### src/rtl/popcount_feeder_pkg.sv
// rtl/popcount_feeder_pkg.sv - shared types and helpers for the popcount feeder
package popcount_feeder_pkg;

  typedef enum logic [1:0] {
    IDLE  = 2'd0,
    ISSUE = 2'd1,
    WAIT  = 2'd2,
    OUT   = 2'd3
  } state_t;

  // A WIDTH-bit word can have anywhere from 0 to WIDTH bits set.
  function automatic int result_width(input int width);
    return $clog2(width) + 1;
  endfunction

endpackage

### src/rtl/popcount_feeder_fifo.sv
// rtl/popcount_feeder_fifo.sv - small synchronous FIFO with level count
module popcount_feeder_fifo #(
  parameter int WIDTH = 32,
  parameter int DEPTH = 4
) (
  input  logic                       clk_i,
  input  logic                       srst_i,
  input  logic                       push,
  input  logic [WIDTH-1:0]           push_data,
  input  logic                       pop,
  output logic [WIDTH-1:0]           head_data,
  output logic                       full,
  output logic                       empty,
  output logic [$clog2(DEPTH):0]     level
);

  localparam int PW = $clog2(DEPTH);
  localparam int LW = PW + 1;

  logic [WIDTH-1:0] mem [DEPTH];
  logic [PW-1:0]    wr_ptr;
  logic [PW-1:0]    rd_ptr;
  logic             do_push;
  logic             do_pop;

  // A full FIFO refuses a push even when a pop frees a slot the same cycle.
  assign do_push   = push && !full;
  assign do_pop    = pop && !empty;
  assign full      = (level == LW'(DEPTH));
  assign empty     = (level == '0);
  assign head_data = mem[rd_ptr];

  always_ff @(posedge clk_i) begin
    if (srst_i) begin
      wr_ptr <= '0;
      rd_ptr <= '0;
      level  <= '0;
    end else begin
      if (do_push) wr_ptr <= wr_ptr + 1'b1;
      if (do_pop)  rd_ptr <= rd_ptr + 1'b1;
      level <= level + LW'(do_push) - LW'(do_pop);
    end
  end

  always_ff @(posedge clk_i) begin
    if (do_push) mem[wr_ptr] <= push_data;
  end

endmodule

### src/rtl/popcount_feeder.sv
// rtl/popcount_feeder.sv - paces words into a ready-less popcount counter
module popcount_feeder
  import popcount_feeder_pkg::*;
#(
  parameter int WIDTH      = 32,
  parameter int FIFO_DEPTH = 4
) (
  input  logic                             clk_i,
  input  logic                             srst_i,
  input  logic [WIDTH-1:0]                 data_i,
  input  logic                             data_val_i,
  output logic                             data_ready_o,
  output logic [WIDTH-1:0]                 cnt_data_o,
  output logic                             cnt_data_val_o,
  input  logic [result_width(WIDTH)-1:0]   cnt_result_i,
  input  logic                             cnt_result_val_i,
  output logic [result_width(WIDTH)-1:0]   result_o,
  output logic                             result_val_o,
  input  logic                             result_ready_i,
  output logic [$clog2(FIFO_DEPTH):0]      fifo_level_o
);

  state_t           state;
  logic [WIDTH-1:0] fifo_head;
  logic             fifo_full;
  logic             fifo_empty;
  logic             fifo_pop;

  assign data_ready_o = !fifo_full;
  assign fifo_pop     = (state == IDLE) && !fifo_empty;

  popcount_feeder_fifo #(
    .WIDTH (WIDTH),
    .DEPTH (FIFO_DEPTH)
  ) u_fifo (
    .clk_i     (clk_i),
    .srst_i    (srst_i),
    .push      (data_val_i),
    .push_data (data_i),
    .pop       (fifo_pop),
    .head_data (fifo_head),
    .full      (fifo_full),
    .empty     (fifo_empty),
    .level     (fifo_level_o)
  );

  // Counter done pulses outside WAIT belong to free-running or stale work.
  always_ff @(posedge clk_i) begin
    if (srst_i) begin
      state          <= IDLE;
      cnt_data_o     <= '0;
      cnt_data_val_o <= 1'b0;
      result_o       <= '0;
      result_val_o   <= 1'b0;
    end else begin
      case (state)
        IDLE: begin
          if (!fifo_empty) begin
            cnt_data_o     <= fifo_head;
            cnt_data_val_o <= 1'b1;
            state          <= ISSUE;
          end
        end
        ISSUE: begin
          cnt_data_val_o <= 1'b0;
          state          <= WAIT;
        end
        WAIT: begin
          if (cnt_result_val_i) begin
            result_o     <= cnt_result_i;
            result_val_o <= 1'b1;
            state        <= OUT;
          end
        end
        OUT: begin
          if (result_ready_i) begin
            result_val_o <= 1'b0;
            state        <= IDLE;
          end
        end
        default: state <= IDLE;
      endcase
    end
  end

endmodule

### config.mk
export PLATFORM = sky130hd
export DESIGN_NAME = popcount_feeder
export DESIGN_NICKNAME = d
export VERILOG_FILES = /design/src/rtl/popcount_feeder_pkg.sv /design/src/rtl/popcount_feeder_fifo.sv /design/src/rtl/popcount_feeder.sv
export SDC_FILE = /design/constraint.sdc
export NUM_CORES = 1
export LEC_CHECK = 0
export CORE_UTILIZATION = 35
export DETAILED_ROUTE_END_ITERATION = 8
export HOLD_SLACK_MARGIN = 0.15
export PLACE_DENSITY_LB_ADDON = 0.1
export SLEW_MARGIN = 25
export SYNTH_ARGS = -nofsm -noshare
export SYNTH_HDL_FRONTEND = slang
export SYNTH_SLANG_ARGS = --single-unit
### constraint.sdc
create_clock -name clk_i -period 4.79 [get_ports clk_i]
set_input_delay 0.958 -clock clk_i [delete_from_list [all_inputs] [get_ports clk_i]]
set_output_delay 0.958 -clock clk_i [all_outputs]
set_load 0.01 [all_outputs]
==> impl.org, run 1 <==
** Status
- Status :: completed

** Cells and area
- Most common cell after layout, fill and taps aside :: edfxtp_1
- After routing the design area is between 8000 and 9000 um^2.
- Antenna diode instance count :: 0
- In the final layout, the share of cells above drive strength 1 is 16.5%.
- Relative to the synthesized area, the layout overhead comes to 25.6%.
- After the last flow step, the layout net total stands at 484.
- Fill cells :: 1550
- The library cells used most frequently in the layout, excluding fill and tap cells, are 128 x edfxtp_1, 86 x clkdlybuf4s50_1, 47 x dfxtp_1.

** Placed design
- Count of input and output buffers :: 86
- Placed wire-length estimate after detailed placement :: 7170 um
- Worst slack at placement :: ~1.7 ns
- After detailed placement, the total cell area comes to 7530 um^2.
- Final Wtd Congestion :: between 0.6 and 0.7

** Power
- IR analysis of the VDD net gives a maximum drop of 313 uV.
- Leakage power :: 2.72 nW
- Power spread over the standard cell area amounts to around 570 nW/um^2.
- Total Power Consumption :: 4.62 mW

** Floorplan
- Die width :: 138 um
- Die Area :: 19000 um^2
- Effective utilization at floorplan :: 35.9%
- Pin placement for this block handled 87 I/O pins.
- The core region is 18000 um^2.
- The initialized floorplan defines 49 standard-cell rows.
- Die extent in y :: 138 um

** Global routing
- Summed over all layers, the global routing overflow is 0.
- For this run, the total global-route usage over all layers was measured as approximately 14%.
- Grt met2 use :: roughly 23%
- Layer with the highest usage after global routing :: met2
- Antenna violations before repair :: 0
- In the global route stage, met1 resource usage came out at 17.1%.
- Wire length of the first global-routing pass :: 19300 um
- Met3 demand-to-capacity share in global routing :: 4.05%
- The via count of the first global-routing pass was 3508.
- Entering global routing, the biggest net connects 34 pins.

** Detailed routing
- In the routed design, unresolved DRC markers number 0.
- For this block, the routed nets add up to 12500 um of wire.
- The routed layout has 3253 vias.
- After detailed routing, the average wire length per cell comes to between 15 and 20 um.
- Number of detailed-routing iterations run before antenna repair :: 4
- Remaining number of nets flagged by the antenna check after routing :: 0
- Number of DRC violations after detailed-routing iteration 0 :: 123
- Vias per cell :: 4.84

** Clock tree
- After clock tree synthesis, the repair step resized 0 gates.
- CTS built an H-tree with a depth of 4.
- Worst-path clk slew :: approximately 0.07 ns
- TritonCTS built the clock tree.
- Root buffer cell :: clkbuf_16
- The number of setup buffers added after CTS is 0.
- Number of buffers on the longest clock path :: 2
- For this design, the sink count on the clock tree is 177.
- The number of hold buffers added after CTS was 0.
- Inserted Clock Buffers :: 17
- The clock reaches the later pin of the worst-skew pair after ~0.42 ns.

** STA
- The clock period could shrink to a little under 3 ns.
- Headroom to the max-slew limit came out at 35.8%.
- Transition at the pin with the smallest max-transition slack :: 0.964 ns
- Summed over all failing endpoints, the final setup total negative slack is 0 ns.
- Upper clock frequency limit :: ~0.34 GHz
- Final-layout worst hold slack :: around 0.46 ns
- For the final database, setup skew stands at approximately 0.0098 ns.
- Number of hold-slack violations in the final timing report :: 0
- Number of endpoints failing setup at the final stage :: 0
- Period utilization :: 60.9%
- Worst Setup Slack, final :: 1.87 ns
- Setup repair after global routing missed its margin :: no
- The count of final max-slew check failures was 0.

** Synthesis
- Cell area after synthesis :: 6470 um^2
- Synthesis instantiated 31 different standard cells from the library.
- Number of flip-flops and latches in the synthesized netlist :: 177
- Net Count, Synth :: 397
- Each instance of the synthesized netlist takes up on average 18.9 um^2.
- During synthesis, Yosys emitted a total of 0 warnings.
- Register area share after synthesis :: between 70% and 80%
- Post-Synthesis Cells :: ~340

** Min path
- Worst min path class :: reg2reg
- Launch point of the worst hold path :: result_o[3]

** Setup path
- STA puts the critical path data required time at approximately 3.8 ns.
- Of all nets on the critical path, the largest fanout is 7.
- The endpoint identified for the worst register-to-register timing path is u_fifo.level[2].
- The worst setup path is of the reg2out kind.
- In this run the register-to-register setup slack is 2.59 ns.
- The critical path starts at u_fifo.level[2].
- STA classifies the critical path endpoint as a primary output.
- Following the worst setup path forward leads to its endpoint at data_ready_o.
- Critical Path Source Type :: flip-flop
- For the worst flop-to-flop path, the logic depth is 9.
- At the worst endpoint, the arrival time is roughly 2.0 ns.
- The startpoint identified for the worst register-to-register timing path is state[0].

** Job
- The tool flagged a number of max-cap violations equal to 0.
through the flow:
step,util [%],instances
after floorplan,-,343
after global placement,41.8,640
after detailed placement,41.8,640
after CTS,45.1,672
after global routing,45.1,672
final,45.1,672
layout make-up:
type / count / area, um^2 / share of cell area [%]
Sequential cell: 177 / 4830 / 59.4
Multi-Input combinational cell: 136 / 1510 / 18.5
Timing Repair Buffer: 87 / 868 / 10.7
Clock buffer: 22 / 494 / 6.08
Tap cell: 229 / 287 / 3.52
Clock inverter: 10 / 106 / 1.31
Inverter: 11 / 41.3 / 0.508
per-layer routing:
metal	wire, um	share of wire, %
met5	0	0
met4	136	1.1
met3	442	3.5
met2	6110	49
met1	5790	46
sequential cells by signal, indices dropped and copies added, names as in the netlist:
name	cells
u_fifo.mem	128
result_val_o	1
result_o	6
u_fifo.rd_ptr	2
u_fifo.level	3
u_fifo.wr_ptr	2
cnt_data_o	32
cnt_data_val_o	1
state	2
cell usage after synthesis, drive strengths merged:
| master | n | area [um^2] |
|---|---|---|
| nor2 | 7 | 28.8 |
| o31a | 1 | 8.76 |
| o311ai | 1 | 8.76 |
| a21oi | 11 | 55.1 |
| nand2 | 8 | 30.0 |
| mux4 | 32 | 721 |
| dfxtp | 49 | 981 |
| a211oi | 1 | 7.51 |
| or2 | 1 | 6.26 |
| fa | 1 | 20.0 |
| nor2b | 4 | 25.0 |
| a221oi | 1 | 8.76 |
| xor2 | 1 | 8.76 |
| ha | 10 | 125 |
| nor3b | 1 | 7.51 |
| and3 | 4 | 25.0 |
| nor3 | 1 | 5.00 |
| nand2b | 3 | 18.8 |
| xnor2 | 3 | 26.3 |
| o21ai | 3 | 15.0 |
| inv | 11 | 41.3 |
| a22o | 32 | 280 |
| edfxtp | 128 | 3840 |
| o21a | 1 | 7.51 |
| clkbuf | 7 | 26.3 |
| nand3 | 8 | 40.0 |
| mux2i | 1 | 10.0 |
| buf | 12 | 92.6 |
critical path, cell delays in order, from the launching register on:
cell             delay, ns
dfxtp_1               0.44
nor3b_1               0.39
inv_1                 0.19
clkdlybuf4s50_1       0.52
logic make-up (layout without fill, tap and decap cells):
family	after synthesis	in the layout	share of synthesized area (%)
AO/OA/AOI/OAI	51	51	6.05
flip-flops	177	177	74.5
buffers and inverters	30	130	2.47
AND/OR/NAND/NOR	37	37	2.88
multiplexers	33	33	11.3
adder cells (fa/ha/maj)	11	11	2.24
XOR/XNOR	4	4	0.541
worst min-delay path by stage:
| stage | to | slack (ns) | depth (start not counted) |
|---|---|---|---|
| global placement | result_o[3] | 0.45 | 2 |
| finish | result_o[3] | 0.46 | 2 |
| global route | result_o[2] | 0.48 | 2 |
| detailed placement | result_o[3] | 0.45 | 2 |
| floorplan | result_o[0] | 0.48 | 2 |
| CTS | result_o[3] | 0.46 | 2 |
report_power, final:
group	total, mW	internal [mW]	leakage [nW]	switching (mW)
logic	1.12	0.639	0.839	0.485
clock network	1.38	0.833	0.303	0.551
registers	2.11	1.91	1.58	0.203
total	4.62	3.38	2.72	1.24
(Power assumes the default switching activity.)
==> inputs of run 2 (changes only) <==
==> constraint.sdc (replaced) <==
create_clock -name clk_i -period 2.4 [get_ports clk_i]
set_input_delay 0.48 -clock clk_i [delete_from_list [all_inputs] [get_ports clk_i]]
set_output_delay 0.48 -clock clk_i [all_outputs]
set_load 0.01 [all_outputs]
==> run 2 against run 1 <==
Compared with the run above:
- hold slack got worse by 0.0034 ns
- total power rose by 99%
- utilization rose by 0.47 points
- non-clock buffer count rose by 13
- sequential power rose by 93%
- largest power group unchanged
- largest cell class unchanged
- combinational power rose by 120%
- critical endpoint unchanged
- global-route usage rose by 0.98 points
==> impl.org, run 2 (synthesis results as in run 1) <==
** Status
- The run finished with clean final reports.

** Detailed routing
- DRC errors left :: 0
- Remaining number of nets flagged by the antenna check after routing :: 0
- Number of DRC violations after detailed-routing iteration 0 :: 149
- Vias per cell :: 4.88
- Vias after detailed routing :: 3340
- Sum of routed wire length over all layers :: 13000 um
- Number of detailed-routing iterations run before antenna repair :: 4
- In the final routed layout, each cell accounts on average for roughly 19 um.

** Job
- Across the run, the number of max-cap violations was 0.

** Setup path
- Critical Path Source Type :: flip-flop
- For the worst setup path, the data required time is between 1.5 and 2 ns.
- Cells along the critical path :: nor3b_4 -> inv_1 -> clkdlybuf4s50_1
- Crit path kind :: reg2out
- Tracing the worst setup path back leads to its startpoint at u_fifo.level[2].
- STA classifies the critical path endpoint as a primary output.
- Delay of the slowest cell on the worst path :: about 0.5 ns
- Critical path fanouts, max :: 7
- Among all stages on the critical path, the largest delay is contributed by clkdlybuf4s50_1.
- Data arrives at the worst endpoint at between 1.5 and 2 ns.
- The number of buffers and inverters on the critical path is 2.
- Reg-to-Reg Start :: state[0]
- The endpoint identified for the worst register-to-register timing path is u_fifo.level[2].
- Grouping stages by cell kind, the critical path spends the most delay in buffers and inverters.
- Slack of the worst reg-to-reg path :: 0.22 ns
- For the worst flop-to-flop path, the logic depth is 9.

** Global routing
- Aggregate global routing overflow :: 0
- Number of global-route vias before repair :: 3606
- Entering global routing, the biggest net connects 33 pins.
- Global routing used between 10% and 20% of the available tracks across all layers.
- The first global-routing pass estimated 20600 um of wire.
- Antenna violations before repair :: 0

** Cells and area
- In the final layout, the share of cells above drive strength 1 is between 10% and 20%.
- FF+latch area :: 4830 um^2
- Layout Cells excl Fill :: 685
- Compared with the post-synthesis result, the final layout area differs by 26.9%.
- The multi-input combinational cells in the finished layout cover a total of 1520 um^2.
- The repair_antennas step left the layout with diodes totalling 0.
- Counting flops per register, the top entry is u_fifo.mem.
- Most used cells in the layout excluding fill and tap cells :: 128 x edfxtp_1, 86 x clkdlybuf4s50_1, 47 x dfxtp_1
- Most common cell after layout, fill and taps aside :: edfxtp_1
- After the last flow step, the layout net total stands at roughly 500.
- After filler insertion, the fill cell instance count of the layout stands at roughly 1600.
- The register with the most flip-flops in the layout has roughly 130 of them.
- Post-route cell area :: 8210 um^2
- In the final layout, the registers with the most flip-flops are u_fifo.mem x128, cnt_data_o x32, result_o x6.

** STA
- Max Clock Skew :: 0.00776 ns
- Minimum clock period after layout :: roughly 2.3 ns
- The count of final max-slew check failures came to 0.
- At the pin with the least slew margin, the transition time is 0.928 ns.
- Setup violations remaining at the end of the flow were counted as 0.
- Across all setup checks in the final design, the least slack found is between 0.1 and 0.15 ns.
- Worst relative slew slack :: about 38%
- Setup repair after global routing left no endpoint under its margin.
- The number of hold-slack violations in the final timing report was 0.
- Final sum of negative setup slack :: 0 ns
- For this run, the top clock speed supported by timing is 0.440 GHz.
- Period utilization :: 94.6%
- Hold is met by 0.456 ns.

** Clock tree
- After clock tree synthesis, the clock-pin slew on the worst setup and hold paths is 0.07 ns.
- Resized cells post-CTS :: 1
- CTS tree :: done
- Post-CTS Setup Bufs :: 0
- The root buffer cell chosen for the clock tree is clkbuf_16.
- CTS H-Tree Depth :: 4
- Number of buffers on the longest clock path :: 2
- The clock drives between 150 and 200 sinks.
- Inserted Clock Buffers :: 17
- Clock network latency to the later pin of the worst-skew pair :: 0.42 ns
- Hold repair after CTS inserted 0 buffers.

** Placed design
- Prior to clock tree synthesis, the placed netlist has a worst setup slack of between 0.2 and 0.25 ns.
- After legalization and detailed placement, the total HPWL measured 7830 um.
- Count of placed standard cells including taps :: between 600 and 700
- Count of input and output buffers :: 86
- The placed instances occupy a cell area of 7630 um^2.
- At the end of routability-driven placement, the weighted congestion stood at 0.666.

** Floorplan
- Die extent in y :: 138 um
- The initialized floorplan defines 49 standard-cell rows.
- For this configuration, the core starts out at a cell density of 35.9%.
- During I/O placement, the number of pins put on the boundary was 87.
- The floorplan step set the die width to roughly 140 um.
- After floorplanning, the core was sized to cover 18000 um^2.
- Die Area :: between 15000 and 20000 um^2

** Min path
- Worst min path class :: reg2reg
- Hold-critical path endpoint :: result_o[3]
- Worst hold stages :: 2
- The startpoint identified for the worst hold timing path is result_o[3].

** Power
- Leakage power :: about 2.8 nW
- Power spread over the standard cell area amounts to between 1000 and 1500 nW/um^2.
- Worst vdd ir :: 548 uV
run 2: cell types whose count changed in the layout (fill, tap and decap cells not counted):
cell / before / now
nor3b_4: 0 / 1
clkinvlp_4: 0 / 1
clkinv_4: 2 / 3
buf_4: 1 / 14
inv_8: 0 / 3
inv_6: 0 / 5
nor3b_1: 1 / 0
clkinv_2: 5 / 1
bufinv_16: 2 / 1
clkbuf_8: 5 / 0
run 2: area by class of cell:
class / instances / share of cell area [%]
clock inverters: 15 / 1.83
inverters: 11 / 0.503
flip-flops and latches: 177 / 58.8
multi-input cells: 136 / 18.5
well taps: 229 / 3.49
clock buffers: 17 / 5.18
repair buffers: 100 / 11.8
run 2: worst max path at each step:
| stage | depth (start not counted) | endpoint |
|---|---|---|
| 5_1_grt | 3 | data_ready_o |
| 6_report | 3 | data_ready_o |
| 4_1_cts | 3 | data_ready_o |
| 3_3_place_gp | 9 | u_fifo.level[2] |
| 2_1_floorplan | 3 | u_fifo.mem[0][0] |
| 3_5_place_dp | 9 | u_fifo.level[2] |
run 2: power by group:
part | switching (mW) | internal (mW) | total, mW
clock network | 1.22 | 1.47 | 2.69
registers | 0.279 | 3.80 | 4.08
logic | 1.13 | 1.32 | 2.45
total | 2.63 | 6.59 | 9.22
run 2: worst register-to-register path, stage by stage (launching register included):
cell     delay (ns)
dfxtp_1        0.39
inv_1          0.08
ha_1           0.25
o31a_1         0.21
ha_1           0.31
inv_1          0.04
ha_1           0.18
fa_1           0.40
xnor2_1        0.17
nor2_1         0.05
run 2: per-layer routing:
| layer | part of all wire, % | routed length [um] | global-route usage (%) | vias up |
|---|---|---|---|---|
| li1 | - | - | - | 1554 |
| met1 | 47 | 6130 | 19.3 | 1700 |
| met2 | 48 | 6170 | 22.6 | 76 |
| met3 | 4.1 | 530 | 4.23 | 10 |
| met4 | 1.1 | 148 | 5.73 | 0 |
| met5 | 0 | 0 | 0 | - |
run 2: stage by stage:
| step | utilization (%) | power (mW) |
|---|---|---|
| final | 45.6 | 9.22 |
| after global placement | 42.3 | 6.63 |
| after detailed placement | 42.3 | 6.64 |
| after CTS | 45.5 | 9.36 |
| after floorplan | - | 5.58 |
| after global routing | 45.6 | 9.71 |
==> patch 1: new RTL, config.mk and constraints of run 2 <==
`WIDTH` is set to 32 in 2 places; all go to 36.
--- a/src/rtl/popcount_feeder_fifo.sv
+++ b/src/rtl/popcount_feeder_fifo.sv
@@ -1,6 +1,6 @@
 // rtl/popcount_feeder_fifo.sv - small synchronous FIFO with level count
 module popcount_feeder_fifo #(
-  parameter int WIDTH = 32,
+  parameter int WIDTH = 36,
   parameter int DEPTH = 4
 ) (
   input  logic                       clk_i,
--- a/src/rtl/popcount_feeder.sv
+++ b/src/rtl/popcount_feeder.sv
@@ -2,7 +2,7 @@
 module popcount_feeder
   import popcount_feeder_pkg::*;
 #(
-  parameter int WIDTH      = 32,
+  parameter int WIDTH      = 36,
   parameter int FIFO_DEPTH = 4
 ) (
   input  logic                             clk_i,
Interface: changed (resized cnt_data_o, cnt_result_i, data_i and result_o); port bits go from 87 to 97. The function was not compared with the original's and may differ.
==> patch 1 against run 2 <==
Area after synthesis increased by 11%; wire length increased by 6.5%; global-route usage decreased by 0.53 points; highest routed layer unchanged; design area increased by 11%; core utilization decreased by 0.34 points; sequential cell count increased by 21; setup slack improved by 27 ps; power increased by 9.4%.
==> patch 1: results (changes against run 2) <==
Detailed routing
  • Vias: 3,675 (+10%)
  • Routed WL: 13,800 um (+6.5%)
  • TritonRoute pass-1 iters: 6 (+2)
  • DRT iter0 DRCs: 183 (+23%)
  • DR WL met2: 6880 um (+11%)
  • Vias per cell: 4.81 (-1.3%)
  • Met1 WL: 6290 um (+2.6%)
  • Highest metal used: met4
  • Met3 wire length: 498 um (-6.0%)

Yosys
  • Number of flops mapped to enable cells by yosys: 144 (+13%)
  • Async SR Flop Fraction: 0% (unchanged)
  • Synth Flop Type: edfxtp_1
  • Commonest cells post-synth: 144 x edfxtp_1, 54 x dfxtp_1, 36 x a22o_1, 36 x mux4_2, 12 x a21oi_1
  • Area contributors post-synth: edfxtp_1 60%, dfxtp_1 15%, mux4_2 11%
  • Syn nets: 434 (+9.3%)
  • Post-Syn Instances: 375 (+9.3%)
  • Sequential-to-total area share from yosys stat: 74.9% (+0.42 points)
  • Synth cell types: 31 (unchanged)

Cells and area
  • Layout cells sized above 1: 17.0% (-2.1 points)
  • Top Registers: u_fifo.mem: 144 flops, cnt_data_o: 36 flops, result_o: 7 flops
  • Fill cells: 1,741 (+9.7%)
  • Final nets: 540 (+8.7%)

CTS
  • Clock Latency Late Sink: 430 ps
  • Post-CTS Setup Bufs: 0 (unchanged)
  • Cts repair resizes: 1 (unchanged)
  • Total CTS buffers: 17 (unchanged)
  • Clk buf depth: 2 (unchanged)
  • Root buffer cell: clkbuf_16

Global route
  • First-pass GRT wire length: 21,700 um (+5.3%)
  • Initial antenna violation count: 0 (unchanged)
  • Pin count of the biggest net entering global routing: 37 (+12%)
  • Gr usage total: 14.0% (-0.53 points)
  • Met2 usage: 22.9% (+0.33 points)
  • Vias in the first global route: 3,878 (+7.5%)
  • Met3 GRT Util: 4.04% (-0.18 points)
  • Global Route met1 Usage: 18.0% (-1.3 points)

STA
  • Layout Skew: 8.49 ps (+0.727 ps)
  • Slew HR: 36.1% (-1.9 points)

Placement
  • Worst slack at placement: 114 ps (-122 ps)
  • Placed Cells: 731 (+12%)
  • DP Area: 8550 um2 (+12%)
  • PortBufs: 96 (+12%)
  • Hpwl dp: 8050 um (+2.8%)
  • Gpl congestion: 0.723 (+8.6%)

Min path
  • HP Class: flop to flop

Pwr
  • Peak VDD IR: 0.679 mV (+24%)
  • P_leak: 3.03 nW (+9.5%)

Critical path
  • FF-to-FF path depth: 8 (-1)
  • Delay-heaviest family, CP: buffers and inverters
  • Worst Path Max Fanout: 7 (unchanged)
  • Crit path arrival time: 1760 ps (-30 ps)
  • Max stage delay on crit path: 560 ps (+50 ps)

Run status
  • Run status: completed
patch 1: cell types whose count changed after synthesis, sizes merged:
cell    delta
nand2      +1
a21oi      +1
nand3      +1
buf        +1
clkbuf     -1
mux4       +4
edfxtp    +16
dfxtp      +5
a22o       +4
patch 1: path summary, 6_finish.rpt:
check / start / slack [ps] / to
worst min register to register: result_o[0]$_SDFFE_PP0P_ / 460 / result_o[0]$_SDFFE_PP0P_
worst max register to register: u_fifo.level[1]$_SDFF_PP0_ / 180 / u_fifo.level[2]$_SDFF_PP0_
worst max-delay path: u_fifo.level[1]$_SDFF_PP0_ / 160 / data_ready_o
worst min-delay path: result_o[0]$_SDFFE_PP0P_ / 460 / result_o[0]$_SDFFE_PP0P_
patch 1: final cells by class:
type                            instances  area, um2  area share [%]
Clock buffer                           21        440            4.81
Clock inverter                         11        124            1.35
Inverter                               11       41.3           0.451
Multi-Input combinational cell        147       1670            18.2
Sequential cell                       198       5410            59.1
Tap cell                              270        338            3.69
Timing Repair Buffer                  106       1130            12.4
patch 1: metrics by stage:
stage | utilization [%] | power, mW
floorplan | - | 6.22
global placement | 42.2 | 7.38
detailed placement | 42.2 | 7.42
CTS | 45.1 | 10.2
global route | 45.2 | 10.7
finish | 45.2 | 10.1
patch 1: cell families (layout without fill, tap and decap cells):
logic type / after synthesis / after routing / share of synthesized area [%]
and+or+nand+nor: 39 / 39 / 2.78
DFF: 198 / 198 / 74.9
buffers and inverters: 30 / 149 / 2.29
xor gates and xnor gates: 4 / 4 / 0.486
AOI/OAI and AO/OA: 56 / 56 / 6.11
muxes: 37 / 37 / 11.4
adders and majority gates: 11 / 11 / 2.01
patch 1: power by group:
part	internal [mW]	switching [mW]	leakage, nW
Combinational	1.54	1.16	0.994
Clock	1.54	1.21	0.272
Sequential	4.25	0.381	1.76
==> patch 2: new RTL, config.mk and constraints of run 2 <==
Made on the original files. Encoding of `state_t`: now one-hot (4 bits for 4 states).
--- a/src/rtl/popcount_feeder_pkg.sv
+++ b/src/rtl/popcount_feeder_pkg.sv
@@ -1,11 +1,11 @@
 // rtl/popcount_feeder_pkg.sv - shared types and helpers for the popcount feeder
 package popcount_feeder_pkg;
 
-  typedef enum logic [1:0] {
-    IDLE  = 2'd0,
-    ISSUE = 2'd1,
-    WAIT  = 2'd2,
-    OUT   = 2'd3
+  typedef enum logic [3:0] {
+    IDLE  = 4'b0001,
+    ISSUE = 4'b0010,
+    WAIT  = 4'b0100,
+    OUT   = 4'b1000
   } state_t;
 
   // A WIDTH-bit word can have anywhere from 0 to WIDTH bits set.
Check against the original RTL: no difference found for any inputs over 10 cycles, from zero or initial values and one cycle with srst_i high; not proved beyond that.
==> patch 2 against run 2 <==
Core utilization is 0.24 points higher; clock skew rose by 4.0 ps; area after synthesis increased by 4.3%; wire length up 15%; sequential cell count grew 2; count of clock-buffer cells in the layout is 3 higher; design area rose by 5.0%; setup slack worse by 46 ps; power rose by 6.3%; critical endpoint unchanged.
==> patch 2: results (changes against run 2) <==
Placement
  • Gpl congestion: 0.728 (+9.4%)
  • Hpwl dp: 8760 um (+12%)
  • PortBufs: 86 (unchanged)

Detailed routing
  • TritonRoute pass-1 iters: 4 (unchanged)
  • DRT iter0 DRCs: 213 (+43%)
  • Vias per cell: 5.05 (+3.7%)
  • WL per Instance: 18.8 um (-0.91%)

STA
  • Hold Vio Cnt, Final: 0 (unchanged)
  • Layout Skew: 11.8 ps (+4.02 ps)
  • Fin Hold WS: 473 ps (+17.1 ps)
  • Least-Margin Pin Slew: 636 ps (-292 ps)

Global route
  • Gr usage total: 16.1% (+1.5 points)
  • First-pass GRT wire length: 23,400 um (+14%)
  • Initial antenna violation count: 0 (unchanged)
  • Pin count of the biggest net entering global routing: 36 (+9.1%)
  • Vias in the first global route: 4,126 (+14%)

Yosys
  • Commonest cells post-synth: 128 x edfxtp_1, 51 x dfxtp_1, 44 x a21oi_1, 40 x nand3_1, 39 x o21ai_0
  • Area contributors post-synth: edfxtp_1 57%, dfxtp_1 15%, mux4_2 11%
  • Syn nets: 477 (+20%)
  • Sequential-to-total area share from yosys stat: 72.0% (-2.5 points)
  • Synth cell types: 36 (+16%)
  • Number of flops mapped to enable cells by yosys: 128 (unchanged)
  • Syn. warnings: 0 (unchanged)

Min path
  • Hold path startpoint: cnt_data_o[5]$_SDFFE_PP0P_
  • Hold path endpoint: cnt_data_o[5]$_SDFFE_PP0P_

Critical path
  • Reg2Reg Setup Slack: 170 ps (-50 ps)
  • Worst Path Max Fanout: 7 (unchanged)
  • Critical R2R Launch: u_fifo.level[1]$_SDFF_PP0_
  • FF-to-FF path depth: 11 (+2)
  • Crit path arrival time: 1840 ps (+50 ps)

Pwr
  • Peak VDD IR: 0.605 mV (+10%)
  • Internal power: 6.84 mW (+3.8%)
  • P_leak: 2.82 nW (+1.8%)

CTS
  • Clk buf depth: 2 (unchanged)
  • Post-CTS Setup Bufs: 0 (unchanged)
  • Worst-path clk slew: 60 ps

Cells and area
  • Antenna diode count: 0 (unchanged)
  • Layout cells sized above 1: 17.9% (-1.2 points)
  • Final nets: 569 (+14%)
  • Fill cells: 1,666 (+5.0%)

Run status
  • Run status: completed
==> patch 2: area by class of cell <==
cell class / count / area, um2 / share of cell area (%)
multi-input cells: 202 / 1730 / 20.0
well taps: 260 / 325 / 3.77
clock buffers: 20 / 447 / 5.18
inverters: 12 / 45.0 / 0.522
repair buffers: 107 / 1080 / 12.5
clock inverters: 12 / 138 / 1.60
flip-flops and latches: 179 / 4870 / 56.4
==> patch 2: logic make-up after synthesis <==
logic type | after synthesis | share of synthesized area [%]
mux | 32 | 10.7
flops | 179 | 72.0
xor+xnor | 1 | 0.130
buf+inv | 46 | 2.85
fa+ha+maj | 7 | 1.41
compound gates | 94 | 7.30
simple gates | 68 | 5.60
==> patch 2: power by group through the flow <==
stage / Combinational (mW) / Clock, mW / Sequential (mW)
floorplan: 1.59 / 0 / 4.17
global placement: 2.96 / 0 / 4.10
detailed placement: 3.00 / 0 / 4.13
CTS: 3.01 / 2.83 / 4.07
global route: 3.24 / 2.95 / 4.13
finish: 2.97 / 2.77 / 4.06
==> patch 2: through the flow <==
step	worst slack (ps)	utilization, %	instance area, um2	cells	power, mW
3_5_place_dp	126	42.6	8030	760	7.13
6_report	83.5	45.8	8630	792	9.80
4_1_cts	39.5	45.8	8620	792	9.91
5_1_grt	10.5	45.8	8630	792	10.3
2_1_floorplan	20.4	-	6760	427	5.76
3_3_place_gp	177	42.6	8030	760	7.07
==> patch 2: worst max path at each step <==
stage	from	to	slack (ps)	cells past startpoint
2_1_floorplan	u_fifo.level[1]$_SDFF_PP0_	u_fifo.level[2]$_SDFF_PP0_	20	12
3_3_place_gp	u_fifo.level[1]$_SDFF_PP0_	u_fifo.level[2]$_SDFF_PP0_	180	11
3_5_place_dp	state[1]$_SDFFE_PP0P_	u_fifo.level[2]$_SDFF_PP0_	130	11
4_1_cts	u_fifo.level[1]$_SDFF_PP0_	data_ready_o	40	4
5_1_grt	u_fifo.level[1]$_SDFF_PP0_	u_fifo.level[2]$_SDFF_PP0_	10	11
6_report	u_fifo.level[1]$_SDFF_PP0_	data_ready_o	80	4
==> patch 2: layer usage <==
metal	global-route usage [%]	routed length, um
met3	3.80	558
met2	27.1	7230
met4	5.49	199
met5	0	0
met1	20.4	6880
==> patch 2: what timing repair did <==
item	in CTS	in global routing
gates resized for setup	1	4
hold buffers	0	0
setup endpoints to repair	1	2
==> patch 2: worst max-delay path: stages (launching register included) <==
cell and delay [ps]:
dfxtp_1 310, buf_4 160, nor3b_2 300, inv_2 130
clkdlybuf4s50_1 510
